--- config.mk ---
export PLATFORM = sky130hd
export DESIGN_NAME = user_locked_regfile
export DESIGN_NICKNAME = d
export VERILOG_FILES = /design/src/rtl/user_lock_pkg.sv /design/src/rtl/user_lock_entry.sv /design/src/rtl/user_locked_regfile.sv
export SDC_FILE = /design/constraint.sdc
export NUM_CORES = 1
export LEC_CHECK = 0
export CELL_PAD_IN_SITES_DETAIL_PLACEMENT = 1
export CELL_PAD_IN_SITES_GLOBAL_PLACEMENT = 2
export CORE_MARGIN = 2
export CORE_UTILIZATION = 36
export DETAILED_ROUTE_END_ITERATION = 8
export PLACE_DENSITY = 0.84
export SLEW_MARGIN = 10
export SYNTH_ARGS = -nofsm -noshare
export SYNTH_HDL_FRONTEND = slang
export SYNTH_HIERARCHICAL = 1
export SYNTH_SLANG_ARGS = --single-unit
--- constraint.sdc ---
create_clock -name clk -period 3.5 [get_ports clk]
set_input_delay 0.35 -clock clk [delete_from_list [all_inputs] [get_ports clk]]
set_output_delay 0.35 -clock clk [all_outputs]
set_load 0.01 [all_outputs]
--- src/rtl/user_lock_pkg.sv ---
// Shared definitions for the user-locked register file.
//   req_op_e         : request opcode encoding on req_op
//   lock_state_e     : per-register lock FSM states
//   ADMIN_ID_DEFAULT : default privileged user ID
package user_lock_pkg;

  typedef enum logic [1:0] {
    OP_WRITE     = 2'd0,
    OP_SET_OWNER = 2'd1,
    OP_LOCK      = 2'd2,
    OP_RSVD      = 2'd3
  } req_op_e;

  typedef enum logic {
    ST_UNLOCKED = 1'b0,
    ST_LOCKED   = 1'b1
  } lock_state_e;

  localparam logic [1:0] ADMIN_ID_DEFAULT = 2'h2;

endpackage

--- src/rtl/user_lock_entry.sv ---
// One register of the user-locked register file: data, owner, lock FSM and
// the permission check for the requested operation.
//   clk, rst_n : clock, synchronous active-low reset
//   req_en     : a request is addressed to this entry this cycle
//   req_op     : requested operation (req_op_e encoding)
//   usr_id     : requester ID
//   wdata      : write data / new owner in [UID_W-1:0]
//   allow      : requested op is permitted on this entry (combinational)
//   data       : current register contents
//   locked     : entry is in the LOCKED state
module user_lock_entry
  import user_lock_pkg::*;
#(
  parameter int unsigned      DATA_W   = 8,
  parameter int unsigned      UID_W    = 2,
  parameter logic [UID_W-1:0] ADMIN_ID = UID_W'(ADMIN_ID_DEFAULT)
) (
  input  logic              clk,
  input  logic              rst_n,
  input  logic              req_en,
  input  logic [1:0]        req_op,
  input  logic [UID_W-1:0]  usr_id,
  input  logic [DATA_W-1:0] wdata,
  output logic              allow,
  output logic [DATA_W-1:0] data,
  output logic              locked
);

  logic [DATA_W-1:0] data_q, data_d;
  logic [UID_W-1:0]  owner_q, owner_d;
  lock_state_e       lock_q, lock_d;

  logic    is_admin;
  logic    is_owner;
  logic    unlocked;
  req_op_e op;

  always_comb begin
    op       = req_op_e'(req_op);
    is_admin = (usr_id == ADMIN_ID);
    is_owner = (usr_id == owner_q);
    unlocked = (lock_q == ST_UNLOCKED);

    case (op)
      OP_WRITE:     allow = unlocked && (is_owner || is_admin);
      OP_SET_OWNER: allow = unlocked && is_admin;
      // LOCK on an already locked entry is a successful no-op
      OP_LOCK:      allow = !unlocked || is_owner || is_admin;
      default:      allow = 1'b0;
    endcase

    data_d  = data_q;
    owner_d = owner_q;
    lock_d  = lock_q;
    if (req_en && allow) begin
      case (op)
        OP_WRITE:     data_d  = wdata;
        OP_SET_OWNER: owner_d = wdata[UID_W-1:0];
        OP_LOCK:      lock_d  = ST_LOCKED;
        default:      ;
      endcase
    end
  end

  always_ff @(posedge clk) begin
    if (!rst_n) begin
      data_q  <= '0;
      owner_q <= ADMIN_ID;
      lock_q  <= ST_UNLOCKED;
    end else begin
      data_q  <= data_d;
      owner_q <= owner_d;
      lock_q  <= lock_d;
    end
  end

  assign data   = data_q;
  assign locked = (lock_q == ST_LOCKED);

endmodule

--- src/rtl/user_locked_regfile.sv ---
// Register file with per-register owner and sticky lock.
//   clk, rst_n   : clock, synchronous active-low reset
//   usr_id       : requester ID, sampled with req_valid
//   req_valid    : request strobe
//   req_op       : 0 WRITE, 1 SET_OWNER, 2 LOCK, 3 reserved
//   req_addr     : target register index
//   req_data     : write data; SET_OWNER uses [UID_W-1:0]
//   rsp_valid    : one-cycle response pulse, cycle after the request
//   rsp_err      : request rejected (valid with rsp_valid)
//   rd_addr      : read index
//   rd_data      : combinational read, 0 for out-of-range index
//   lock_status  : bit i set when register i is locked
//   err_count    : saturating count of rejected requests
module user_locked_regfile
  import user_lock_pkg::*;
#(
  parameter int unsigned      DATA_W   = 8,
  parameter int unsigned      DEPTH    = 4,
  parameter int unsigned      UID_W    = 2,
  parameter logic [UID_W-1:0] ADMIN_ID = UID_W'(ADMIN_ID_DEFAULT),
  parameter int unsigned      ERR_W    = 4,
  localparam int unsigned     AW       = (DEPTH > 1) ? $clog2(DEPTH) : 1
) (
  input  logic              clk,
  input  logic              rst_n,
  input  logic [UID_W-1:0]  usr_id,
  input  logic              req_valid,
  input  logic [1:0]        req_op,
  input  logic [AW-1:0]     req_addr,
  input  logic [DATA_W-1:0] req_data,
  output logic              rsp_valid,
  output logic              rsp_err,
  input  logic [AW-1:0]     rd_addr,
  output logic [DATA_W-1:0] rd_data,
  output logic [DEPTH-1:0]  lock_status,
  output logic [ERR_W-1:0]  err_count
);

  logic [DEPTH-1:0]  sel;
  logic [DEPTH-1:0]  allow;
  logic [DATA_W-1:0] data_arr [DEPTH];

  logic             rsp_valid_q, rsp_valid_d;
  logic             rsp_err_q, rsp_err_d;
  logic [ERR_W-1:0] err_count_q, err_count_d;

  // Only indices below DEPTH can match, so out-of-range addresses select
  // nothing and are rejected through the empty allow mask.
  always_comb begin
    sel = '0;
    for (int unsigned i = 0; i < DEPTH; i++) begin
      sel[i] = (req_addr == AW'(i));
    end
  end

  for (genvar g = 0; g < DEPTH; g++) begin : g_entry
    user_lock_entry #(
      .DATA_W   (DATA_W),
      .UID_W    (UID_W),
      .ADMIN_ID (ADMIN_ID)
    ) u_entry (
      .clk    (clk),
      .rst_n  (rst_n),
      .req_en (req_valid && sel[g]),
      .req_op (req_op),
      .usr_id (usr_id),
      .wdata  (req_data),
      .allow  (allow[g]),
      .data   (data_arr[g]),
      .locked (lock_status[g])
    );
  end

  always_comb begin
    rsp_valid_d = req_valid;
    rsp_err_d   = req_valid && ((sel & allow) == '0);
    err_count_d = err_count_q;
    if (rsp_err_d && (err_count_q != '1)) begin
      err_count_d = err_count_q + ERR_W'(1);
    end
  end

  always_ff @(posedge clk) begin
    if (!rst_n) begin
      rsp_valid_q <= 1'b0;
      rsp_err_q   <= 1'b0;
      err_count_q <= '0;
    end else begin
      rsp_valid_q <= rsp_valid_d;
      rsp_err_q   <= rsp_err_d;
      err_count_q <= err_count_d;
    end
  end

  always_comb begin
    rd_data = '0;
    for (int unsigned i = 0; i < DEPTH; i++) begin
      if (rd_addr == AW'(i)) begin
        rd_data = data_arr[i];
      end
    end
  end

  assign rsp_valid = rsp_valid_q;
  assign rsp_err   = rsp_err_q;
  assign err_count = err_count_q;

endmodule

==> results.txt <==
status: completed
CP endpoint kind: flip-flop
layout cells sized above 1: 11.61%
largest net degree at the start of global routing: 45
H-tree depth: 2
Max Fanout on Critical Path: 20
Slew Viols, Final: 0
Total GRT Usage: 16.73%
FF-to-FF setup slack: 1.45 ns
vias per cell: 4.970
cts bufs inserted: 5
crit path DAT: 2.86 ns
class of the worst hold path: flip-flop to flip-flop
FF+latch count, synth: 50
RSZ-0062 raised after global routing: no
post-CTS sizing: 0
final-report setup violation count: 0
Die Y: 88.45 microns
vias: 2018
Worst slew margin: 53.57%
Yosys warnings: 6
placed wire-length estimate: 4.193 mm
post-synthesis instance total: 275
DP Area: 3012 sq um
Mapped Area: 2567 sq um
Max Buffers Root-to-Sink: 2
DP Worst Slack: 0.5258 ns
MaxCap Viol Count: 0
worst-skew pair later-pin latency: 0.32 ns
first-pass GRT wire length: 10.10 mm
most common cell after layout, fill and taps aside: nand2_1
Final period util: 75.76%
clk sink count: 50
Hold Startpoint: g_entry[2].u_entry/data[7]
CP Launch Type: input pin
fin crit period: 2.652 ns
hold endpoint: g_entry[2].u_entry/data[7]
RD Place Congestion: 0.7347
area grow syn2layout: 20.96%
f_max: 0.3771 GHz
leakage: 1.102 nW
DRT Pass-1 Iters: 4
most frequent cells in the layout: nand2_1, dfxtp_1, mux2i_1, clkdlybuf4s50_1
CTS tree: done
clk root buf: clkbuf_8
Distinct cells, synth: 32
Starting Density: 37.58%
post-route ant nets: 0
total power: 0.001069 W
post-route setup slack: 0.8483 ns
total gr overflow: 0
Pwr Density: 344.3 nW/um^2
Die ar.: 7823 sq um
Setup Buffers After CTS: 0
sequential-to-total area share from yosys stat: 38.99%
CP max-delay cell: clkdlybuf4s50_1
worst-margin pin slew: 0.6964 ns
post-route cell area: 3105 sq um
Avg Inst Size Synth: 9.336 sq um
worst vdd ir: 0.0001574 V
worst r2r dst: err_count[3]
CP peak stage delay: 0.71 ns
setup_tns: 0 ns
CTS Hold Bufs: 0
DRC Markers: 0
R2R depth: 7
Total Wirelength: 6.011 mm
Die W: 88.45 microns
FP Rows: 30
Syn Nets: 295
initial antenna violation count: 0
Reg2Reg Launch Point: g_entry[1].u_entry/owner_q[0]
ANT cells: 0
Core ar.: 6832 sq um
number of global-route vias before repair: 2005
skew final: 0.01226 ns
PortBufs: 36
First DRT Iteration DRCs: 64
CTS clock-pin slew for the worst setup and hold paths: 0.09 ns
worst-path cell chain: clkdlybuf4s50_1 > nand2b_1 > a21oi_1 > o32a_2 > o21ai_0 > mux2_4 > o22a_4 > o311a_1
Hold Path Stages: 2
final hold vios: 0
I/O pin cnt: 37
Routed WL per cell: 14.81 microns
NumNets Final: 329
WS Path Type: input pin to flip-flop
Critical Path RT: 3.71 ns
==> cell families (layout without fill, tap and decap cells) <==
| logic type | Yosys count | count (layout) | synth area share, % |
|---|---|---|---|
| buffers and inverters | 19 | 54 | 2.826 |
| AND/OR/NAND/NOR | 128 | 128 | 24.85 |
| adder cells (fa/ha/maj) | 1 | 1 | 0.4873 |
| multiplexers | 48 | 48 | 23.00 |
| flip-flops | 50 | 50 | 38.99 |
| AO/OA/AOI/OAI | 29 | 29 | 9.844 |
==> how the worst max path moves through the flow <==
stage                     slack (ns)        from           end
after CTS                       0.77  rd_addr[0]    rd_data[7]
after global placement          0.61   usr_id[0]  err_count[3]
final                           0.85   usr_id[0]  err_count[3]
after detailed placement        0.53   usr_id[0]  err_count[3]
after global routing            0.73  rd_addr[0]    rd_data[0]
after floorplan                 1.52   usr_id[0]  err_count[3]
==> routing by layer <==
metal / wire length (microns) / part of all wire [%] / GRT usage, % / up-vias
li1: - / - / - / 1025
met1: 3094 / 51 / 23.44 / 962
met2: 2686 / 45 / 26.25 / 23
met3: 164 / 2.7 / 3.545 / 8
met4: 65 / 1.1 / 4.545 / 0
met5: 0 / 0 / 0 / -
==> cell type report <==
cell class / count / area [sq um]
clock inverters: 3 / 25.02
clock buffers: 5 / 68.82
multi-input cells: 206 / 1494
flip-flops and latches: 50 / 1001
repair buffers: 37 / 362.8
inverters: 9 / 33.78
well taps: 96 / 120.1
fillers: 815 / 3726
==> state kept, by name, indices dropped and copies added, names as in the netlist <==
| register | flops |
|---|---|
| err_count | 4 |
| g_entry.u_entry/locked | 4 |
| g_entry.u_entry/data | 32 |
| g_entry.u_entry/owner_q | 8 |
| rsp_valid | 1 |
| rsp_err | 1 |
==> through the flow <==
step | hold WS, ns | cells | utilization [%]
2_1_floorplan | 0.4315 | 275 | -
3_3_place_gp | 0.4393 | 398 | 44.08
6_report | 0.4627 | 406 | 45.46
5_1_grt | 0.4882 | 406 | 45.46
3_5_place_dp | 0.4479 | 398 | 44.08
4_1_cts | 0.4684 | 406 | 45.46
==> cells in the mapped netlist <==
| cell type | number | share of area (%) |
|---|---|---|
| nand3_1 | 1 | 0.19 |
| nand2_1 | 80 | 12 |
| and2_1 | 1 | 0.24 |
| nand3b_1 | 5 | 1.5 |
| o21a_1 | 4 | 1.2 |
| clkbuf_1 | 8 | 1.2 |
| and3_1 | 4 | 0.97 |
| nor2b_1 | 9 | 2.2 |
| and2b_2 | 1 | 0.34 |
| mux2i_1 | 38 | 15 |
| a311o_1 | 4 | 1.6 |
| a21oi_1 | 4 | 0.78 |
| ha_1 | 1 | 0.49 |
| a31oi_4 | 1 | 0.83 |
| buf_1 | 1 | 0.15 |
| nand2b_1 | 7 | 1.7 |
| o21bai_1 | 1 | 0.29 |
| o221a_2 | 1 | 0.44 |
| o311a_1 | 1 | 0.39 |
| nor3_4 | 4 | 2.5 |
| dfxtp_1 | 50 | 39 |
| o211ai_1 | 4 | 1.2 |
| buf_2 | 1 | 0.19 |
| o22a_4 | 1 | 0.68 |
| nor2_1 | 8 | 1.2 |
| nor3_1 | 4 | 0.78 |
| and3b_2 | 4 | 1.6 |
| inv_1 | 9 | 1.3 |
| mux4_2 | 8 | 7.0 |
| mux2_4 | 2 | 1.2 |
| o21ai_0 | 4 | 0.78 |
| o32a_2 | 4 | 1.8 |
==> critical path, delay by kind of cell <==
family	cells	cell delay, ns
mux	1	0.28
buf+inv	1	0.71
simple gates	1	0.30
compound gates	5	1.22
==> power by group <==
group / switching (W) / internal (W)
registers: 0.00000510 / 0.000575
logic: 0.0000716 / 0.0000613
clock network: 0.000212 / 0.000145
No activity file was read; power rests on OpenSTA's default activity.
